File: config.mk
export PLATFORM = sky130hd
export DESIGN_NAME = gpc_sum_accumulator
export DESIGN_NICKNAME = d
export VERILOG_FILES = /design/src/rtl/gpc_acc_pkg.sv /design/src/rtl/gpc_lane_adder.sv /design/src/rtl/gpc_sum_accumulator.sv
export SDC_FILE = /design/constraint.sdc
export NUM_CORES = 1
export LEC_CHECK = 0
export ABC_CLOCK_PERIOD_IN_PS = 5700
export CAP_MARGIN = 10
export CELL_PAD_IN_SITES_DETAIL_PLACEMENT = 0
export CELL_PAD_IN_SITES_GLOBAL_PLACEMENT = 2
export CORE_UTILIZATION = 36
export DETAILED_ROUTE_END_ITERATION = 10
export PLACE_DENSITY = 0.82
export SYNTH_ARGS = -nofsm -noshare
export SYNTH_HDL_FRONTEND = slang
export SYNTH_HIERARCHICAL = 1
export SYNTH_SLANG_ARGS = --single-unit
File: constraint.sdc
create_clock -name clk -period 5.7 [get_ports clk]
set_input_delay 1.71 -clock clk [delete_from_list [all_inputs] [get_ports clk]]
set_output_delay 1.71 -clock clk [all_outputs]
set_load 0.02 [all_outputs]
File: src/rtl/gpc_acc_pkg.sv
// Shared helpers for the GPC sum accumulator: width derivation and lane slicing.
package gpc_acc_pkg;

  // Widest lane bus the slicing helper accepts; narrower buses are zero-extended.
  localparam int LANE_BUS_W = 256;

  function automatic int clog2(input int v);
    int r;
    r = 0;
    while ((1 << r) < v) r++;
    return r;
  endfunction

  function automatic int acc_width(input int in_w, input int lanes, input int frame_len);
    return in_w + clog2(lanes) + clog2(frame_len);
  endfunction

  function automatic int cnt_width(input int frame_len);
    return clog2(frame_len) + 1;
  endfunction

  function automatic logic [31:0] lane(input logic [LANE_BUS_W-1:0] data, input int i,
                                       input int w);
    return 32'(data >> (i * w)) & ((32'd1 << w) - 32'd1);
  endfunction

endpackage

File: src/rtl/gpc_lane_adder.sv
// Combinational unsigned adder over all lanes of one beat; may later be replaced by a GPC tree.
module gpc_lane_adder
  import gpc_acc_pkg::*;
#(
  parameter int LANES = 4,
  parameter int IN_W  = 5,
  parameter int SUM_W = IN_W + clog2(LANES)
) (
  input  logic [LANES*IN_W-1:0] data,
  output logic [SUM_W-1:0]      sum
);

  logic [LANE_BUS_W-1:0] bus;

  always_comb begin
    bus = LANE_BUS_W'(data);
    sum = '0;
    for (int i = 0; i < LANES; i++) begin
      sum = sum + SUM_W'(lane(bus, i, IN_W));
    end
  end

endmodule

File: src/rtl/gpc_sum_accumulator.sv
// Sums the lanes of each beat, accumulates beats into a frame total and emits one
// held result per frame over valid/ready handshakes.
module gpc_sum_accumulator
  import gpc_acc_pkg::*;
#(
  parameter int LANES     = 4,
  parameter int IN_W      = 5,
  parameter int FRAME_LEN = 8,
  parameter int ACC_W     = acc_width(IN_W, LANES, FRAME_LEN),
  parameter int CNT_W     = cnt_width(FRAME_LEN)
) (
  input  logic                  clk,
  input  logic                  rst_n,
  input  logic                  in_valid,
  output logic                  in_ready,
  input  logic [LANES*IN_W-1:0] in_data,
  input  logic                  in_last,
  output logic                  out_valid,
  input  logic                  out_ready,
  output logic [ACC_W-1:0]      out_sum,
  output logic [CNT_W-1:0]      out_beats
);

  localparam int SUM_W = IN_W + clog2(LANES);

  logic [SUM_W-1:0] lane_sum;
  logic             accept;
  logic             beat_is_last;
  logic             drain_p1;

  logic             vld_p1;
  logic             last_p1;
  logic [SUM_W-1:0] lane_sum_p1;
  logic [CNT_W-1:0] beat_no_p1;

  logic [CNT_W-1:0] beat_cnt;
  logic [ACC_W-1:0] acc;

  gpc_lane_adder #(
    .LANES (LANES),
    .IN_W  (IN_W),
    .SUM_W (SUM_W)
  ) u_lane_adder (
    .data (in_data),
    .sum  (lane_sum)
  );

  // A last beat may only leave S1 when the output register is free or being emptied.
  assign drain_p1     = vld_p1 & (~last_p1 | ~out_valid | out_ready);
  assign in_ready     = rst_n & (~vld_p1 | drain_p1);
  assign accept       = in_valid & in_ready;
  assign beat_is_last = in_last | (beat_cnt == CNT_W'(FRAME_LEN - 1));

  // ---- stage 0 -> stage 1: lane sum and frame bookkeeping ----
  always_ff @(posedge clk or negedge rst_n) begin
    if (!rst_n) begin
      vld_p1   <= 1'b0;
      last_p1  <= 1'b0;
      beat_cnt <= '0;
    end else if (accept) begin
      vld_p1   <= 1'b1;
      last_p1  <= beat_is_last;
      beat_cnt <= beat_is_last ? '0 : beat_cnt + CNT_W'(1);
    end else if (drain_p1) begin
      vld_p1   <= 1'b0;
    end
  end

  always_ff @(posedge clk) begin
    if (accept) begin
      lane_sum_p1 <= lane_sum;
      beat_no_p1  <= beat_cnt;
    end
  end

  // ---- stage 1 -> output: accumulate and close the frame ----
  always_ff @(posedge clk or negedge rst_n) begin
    if (!rst_n) begin
      acc       <= '0;
      out_valid <= 1'b0;
      out_sum   <= '0;
      out_beats <= '0;
    end else begin
      if (drain_p1) begin
        acc <= last_p1 ? '0 : acc + ACC_W'(lane_sum_p1);
      end
      if (drain_p1 && last_p1) begin
        out_valid <= 1'b1;
        out_sum   <= acc + ACC_W'(lane_sum_p1);
        out_beats <= beat_no_p1 + CNT_W'(1);
      end else if (out_valid && out_ready) begin
        out_valid <= 1'b0;
      end
    end
  end

endmodule

==> results.py, run 1 <==
metrics = {
    "logic_synthesis": {
        "synth_edf_count": 11,
        "ys.flop_type": "dfrtp_1",
        "postSynthNetCount": 278,
        "yosysWarnings": 6,
        "synth_cell_types": 40,
        "postSynthCellCount": 227,
        "synth_top_cell_area_share": 0.3255,
        "syn_area_sq_um": 2384,
        "synth_seq_cells": 42,
        "yosys.area.top_type": "dfrtp_1",
        "syn-mean-instance-area_sq_um": 10.50,
        "synth_area_leaders": "dfrtp_1, edfxtp_1, fa_1, ha_1, inv_1",
        "async_reset_ff_frac": 0.7381,
        "yosysSeqAreaShare": 0.4640,
    },
    "floorplanning": {
        "io_pins": 41,
        "start_util": 0.3732,
        "dieHeight_um": 83.37,
        "dieArea_sq_um": 6951,
        "dieWidth_um": 83.37,
        "core_area_sq_um": 6386,
        "rows": 29,
    },
    "clock_tree": {
        "cts.sinks": 42,
        "ctsResizeCount": 0,
        "clockBufferDepth": 2,
        "cts_root_buf": "clkbuf_8",
        "cts_buffers": 5,
        "cts_hold_buf": 0,
        "clock_latency_ns": 0.29,
        "cts_tree": "done",
        "htreeDepth": 2,
        "postCtsSetupBuffers": 0,
        "cts.clk_slew.worst_paths_ns": 0.08,
    },
    "placement": {
        "port_buffers": 40,
        "dp_hpwl_um": 3260,
        "place_congestion": 0.7424,
        "dpl_cell_area_sq_um": 2865,
    },
    "critical_path": {
        "endpoint_kind": "output pin",
        "critPathRequiredTime_ns": 3.99,
        "cp.arrival_ns": 3.11,
        "crit_path_start_kind": "input port",
        "crit_type": "in2out",
        "cp_max_fo": 2,
    },
    "timing": {
        "max_freq_ghz": 0.2074,
        "final_max_slew_viol_count": 0,
        "hold_slack_ns": 0.4803,
        "setup-violations-final": 0,
        "setup_tns_ns": 0,
        "fin_crit_sh": 0.8459,
        "worst_pin_slew_ns": 0.9817,
        "rsz0062_at_grt": "false",
        "finalHoldViolCount": 0,
        "slew_headroom": 0.3411,
        "fin_crit_ns": 4.822,
        "fin_skew_ns": 0.009970,
    },
    "run": {
        "maxCapViolations": 0,
    },
    "layout": {
        "drive_gt1_frac": 0.07380,
        "mostFrequentLayoutCell": "clkdlybuf4s50_1",
        "layout_common_cells": "clkdlybuf4s50_1, inv_1, dfrtp_1",
        "diodes": 0,
        "fin_area_sq_um": 3003,
        "layout.nets": 321,
        "syn_to_final_growth_pct": 25.98,
        "fin_util": 0.4702,
    },
    "power_and_ir_drop": {
        "power.static_leakage_nw": 1.391,
        "power_mw": 1.212,
        "power.density_nw_per_um2": 403.7,
        "peakVddDrop_mv": 0.2067,
    },
    "run_status": {
        "outcome": "finished clean",
    },
    "detailed_routing": {
        "drtIter0Drc": 71,
        "vias_per_cell": 4.776,
        "dr.pass1.iters": 4,
        "drt_wl_total_um": 4317,
        "ant_nets": 0,
        "drc_errors": 0,
        "wire_per_inst_um": 12.41,
        "vias": 1662,
    },
    "global_routing": {
        "grt_pass1_wl_um": 7617,
        "grt.overflow.total": 0,
        "antenna_found_initial": 0,
        "grt_start_max_net_pins": 32,
        "grt_pass1_vias": 1612,
        "grt_usage": 0.1369,
    },
    "hold_path": {
        "hold_path_class": "reg2reg",
    },
}
==> synth_stat cells (4+ instances only) <==
master    instances
inv_1            32
dfrtp_1          31
nand2_1          29
o21ai_0          18
ha_1             15
edfxtp_1         11
fa_1             11
nand3_1           9
nor2_1            8
a21oi_1           6
xnor2_1           6
xor2_1            5
a211o_1           4
a21o_1            4
==> kinds of logic after synthesis <==
group,count (synthesis),share of synthesized area
buffers and inverters,38,0.06142
muxes,3,0.01417
and+or+nand+nor,56,0.1060
DFF,42,0.4640
AOI/OAI and AO/OA,51,0.1428
adders and majority gates,26,0.1711
xor gates and xnor gates,11,0.04042
==> flip-flops by register name (all words and copies together) (netlist names) <==
register     flops
beat_cnt         4
acc             10
out_sum         10
beat_no_p1       4
out_valid        1
vld_p1           1
out_beats        4
last_p1          1
lane_sum_p1      7
==> critical path, cell delays in order <==
cell and delay [ns]:
clkdlybuf4s50_1 0.47, nand4b_1 0.12, and2_2 0.20, clkdlybuf4s50_1 0.61
==> layout make-up <==
type,count,area [sq um]
fill,616,3383
multi-input combinational,147,1131
sequential,42,1106
timing repair buffer,41,407.9
inverter,33,123.9
tap,77,96.34
clock buffer,5,68.82
clock inverter,3,68.82
==> layer usage <==
metal	wire (um)	global-route usage
met4	42	0.04702
met3	147	0.02584
met5	0	0
met1	2159	0.1886
met2	1967	0.2168
==> report_power, final <==
| part | switching [mW] | total, mW | internal [mW] |
|---|---|---|---|
| clock | 0.104 | 0.279 | 0.175 |
| sequential | 0.0546 | 0.453 | 0.398 |
| combinational | 0.250 | 0.480 | 0.230 |
| total | 0.408 | 1.21 | 0.804 |
==> final timing paths <==
kind	start	to	slack, ns	cells past startpoint
hold / removal	out_sum[7]$_DFFE_PN0P_	out_sum[7]$_DFFE_PN0P_	0.48	2
hold reg to reg	out_sum[7]$_DFFE_PN0P_	out_sum[7]$_DFFE_PN0P_	0.48	2
max in group asynchronous	rst_n	acc[1]$_DFFE_PN0P_	3.50	2
setup / recovery	out_ready	in_ready	0.88	4
setup reg to reg	acc[0]$_DFFE_PN0P_	out_sum[6]$_DFFE_PN0P_	3.68	8
min in group asynchronous	rst_n	out_beats[1]$_DFFE_PN0P_	1.90	2
==> stage by stage <==
stage          cells  setup WS [ns]
4_1_cts          348         0.8702
6_report         348         0.8782
3_5_place_dp     340         0.8776
2_1_floorplan    227          1.665
5_1_grt          348         0.8376
3_3_place_gp     340         0.8859
Note: power is estimated with default switching activity, not from simulation.
==> run 2, diff against run 1 <==
Settings changed: ABC_CLOCK_PERIOD_IN_PS 5700 to 4750, CORE_UTILIZATION 36 to 34, PLACE_DENSITY 0.82 to 0.78.
Clock period 5.7 ns to 4.75 ns, I/O delays scaled along.
==> run 2 against run 1 <==
  * Critical path depth stayed put
  * Global-route usage is 0.40 points lower
  * Combinational power is 21% higher
  * Utilization is 3.0 points lower
  * Via count stayed put
  * Cell area is 0.42% lower
  * Sequential cell count stayed put
  * Sequential share of layout area is 0.15 points higher
==> results.py, run 2 (synthesized netlist as in run 1, its figures left out) <==
metrics = {
    "placement": {
        "dp_hpwl_um": 3272,
        "port_buffers": 40,
        "place_congestion": 0.7624,
        "place_ws_ns": 0.4275,
    },
    "global_routing": {
        "grt.overflow.total": 0,
        "grt_pass1_wl_um": 7665,
        "antenna_found_initial": 0,
        "grt_usage": 0.1329,
        "grt_start_max_net_pins": 32,
        "grt_pass1_vias": 1664,
    },
    "clock_tree": {
        "ctsResizeCount": 0,
        "htreeDepth": 2,
        "cts_tree": "done",
        "cts_buffers": 5,
        "clockBufferDepth": 2,
        "postCtsSetupBuffers": 0,
        "cts_hold_buf": 0,
        "cts.sinks": 42,
        "cts_root_buf": "clkbuf_8",
        "cts.clk_slew.worst_paths_ns": 0.08,
        "clock_latency_ns": 0.30,
    },
    "floorplanning": {
        "dieWidth_um": 85.73,
        "dieArea_sq_um": 7350,
        "core_area_sq_um": 6794,
        "dieHeight_um": 85.73,
        "io_pins": 41,
        "start_util": 0.3508,
        "rows": 30,
    },
    "detailed_routing": {
        "dr.pass1.iters": 6,
        "drtIter0Drc": 44,
        "ant_nets": 0,
        "vias": 1662,
        "vias_per_cell": 4.516,
        "drt_wl_total_um": 4228,
        "drc_errors": 0,
        "wire_per_inst_um": 11.49,
    },
    "timing": {
        "max_freq_ghz": 0.2355,
        "setup-violations-final": 0,
        "worst_pin_slew_ns": 0.8793,
        "final_max_slew_viol_count": 0,
        "finalHoldViolCount": 0,
        "slew_headroom": 0.4099,
        "fin_crit_ns": 4.246,
        "hold_slack_ns": 0.4785,
        "fin_crit_sh": 0.8939,
        "rsz0062_at_grt": "false",
        "fin_skew_ns": 0.01275,
        "setup_slack_ns": 0.5040,
        "setup_tns_ns": 0,
    },
    "critical_path": {
        "critPathRequiredTime_ns": 3.32,
        "endpoint_kind": "output pin",
        "cp_max_fo": 2,
        "crit_path_start_kind": "input port",
        "crit_type": "in2out",
        "cp.arrival_ns": 2.82,
    },
    "layout": {
        "layout_common_cells": "clkdlybuf4s50_1, inv_1, dfrtp_1",
        "seqCellArea_sq_um": 1106,
        "fin_util": 0.4401,
        "syn_to_final_growth_pct": 25.46,
        "diodes": 0,
        "n_fill_cell": 698,
        "layout.nets": 322,
        "reg.largest.list": "acc x10, out_sum x10, lane_sum_p1 x7",
        "drive_gt1_frac": 0.07721,
        "multi_input_area_sq_um": 1131,
        "mostFrequentLayoutCell": "clkdlybuf4s50_1",
    },
    "hold_path": {
        "hold_path_class": "reg2reg",
    },
    "power_and_ir_drop": {
        "power.density_nw_per_um2": 454.3,
        "peakVddDrop_mv": 0.1606,
        "power.static_leakage_nw": 1.371,
        "power_mw": 1.359,
    },
    "run_status": {
        "outcome": "finished clean",
    },
    "run": {
        "maxCapViolations": 0,
    },
}
run 2: per-layer routing:
layer | global-route usage | up-vias | share of wire | wire length [um]
met3 | 0.02887 | 4 | 0.030 | 126
li1 | - | 854 | - | -
met5 | 0 | - | 0 | 0
met1 | 0.1757 | 774 | 0.48 | 2049
met4 | 0.04545 | 0 | 0.013 | 53
met2 | 0.2167 | 30 | 0.47 | 1999
run 2: layout make-up:
type / count / area share
inverters: 33 / 0.04142
clock inverters: 3 / 0.008368
repair buffers: 42 / 0.1389
multi-input cells: 147 / 0.3782
clock buffers: 5 / 0.02301
well taps: 96 / 0.04017
flip-flops and latches: 42 / 0.3699
run 2: through the flow:
stage | instances | area, sq um
4_1_cts | 368 | 2990
5_1_grt | 368 | 2990
3_3_place_gp | 360 | 2897
6_report | 368 | 2990
2_1_floorplan | 227 | 2384
3_5_place_dp | 360 | 2897
run 2: path summary, 6_finish.rpt:
kind	slack, ns	cells past startpoint	startpoint	to
worst min-delay path	0.48	2	out_sum[5]$_DFFE_PN0P_	out_sum[5]$_DFFE_PN0P_
min in group asynchronous	1.63	2	rst_n	out_beats[1]$_DFFE_PN0P_
worst max register to register	2.71	8	acc[0]$_DFFE_PN0P_	acc[8]$_DFFE_PN0P_
worst min register to register	0.48	2	out_sum[5]$_DFFE_PN0P_	out_sum[5]$_DFFE_PN0P_
max in group asynchronous	2.83	2	rst_n	acc[1]$_DFFE_PN0P_
worst max-delay path	0.50	4	out_ready	in_ready
run 2: power by group:
part           switching (mW)  internal, mW
Combinational           0.302         0.278
Clock                   0.131         0.106
Sequential             0.0650         0.477
Total                   0.497         0.861
run 2: worst max-delay path, cell delays in order:
cell and delay [ns]:
clkdlybuf4s50_1 0.47, nand4b_1 0.12, and2_2 0.19, clkdlybuf4s50_1 0.61
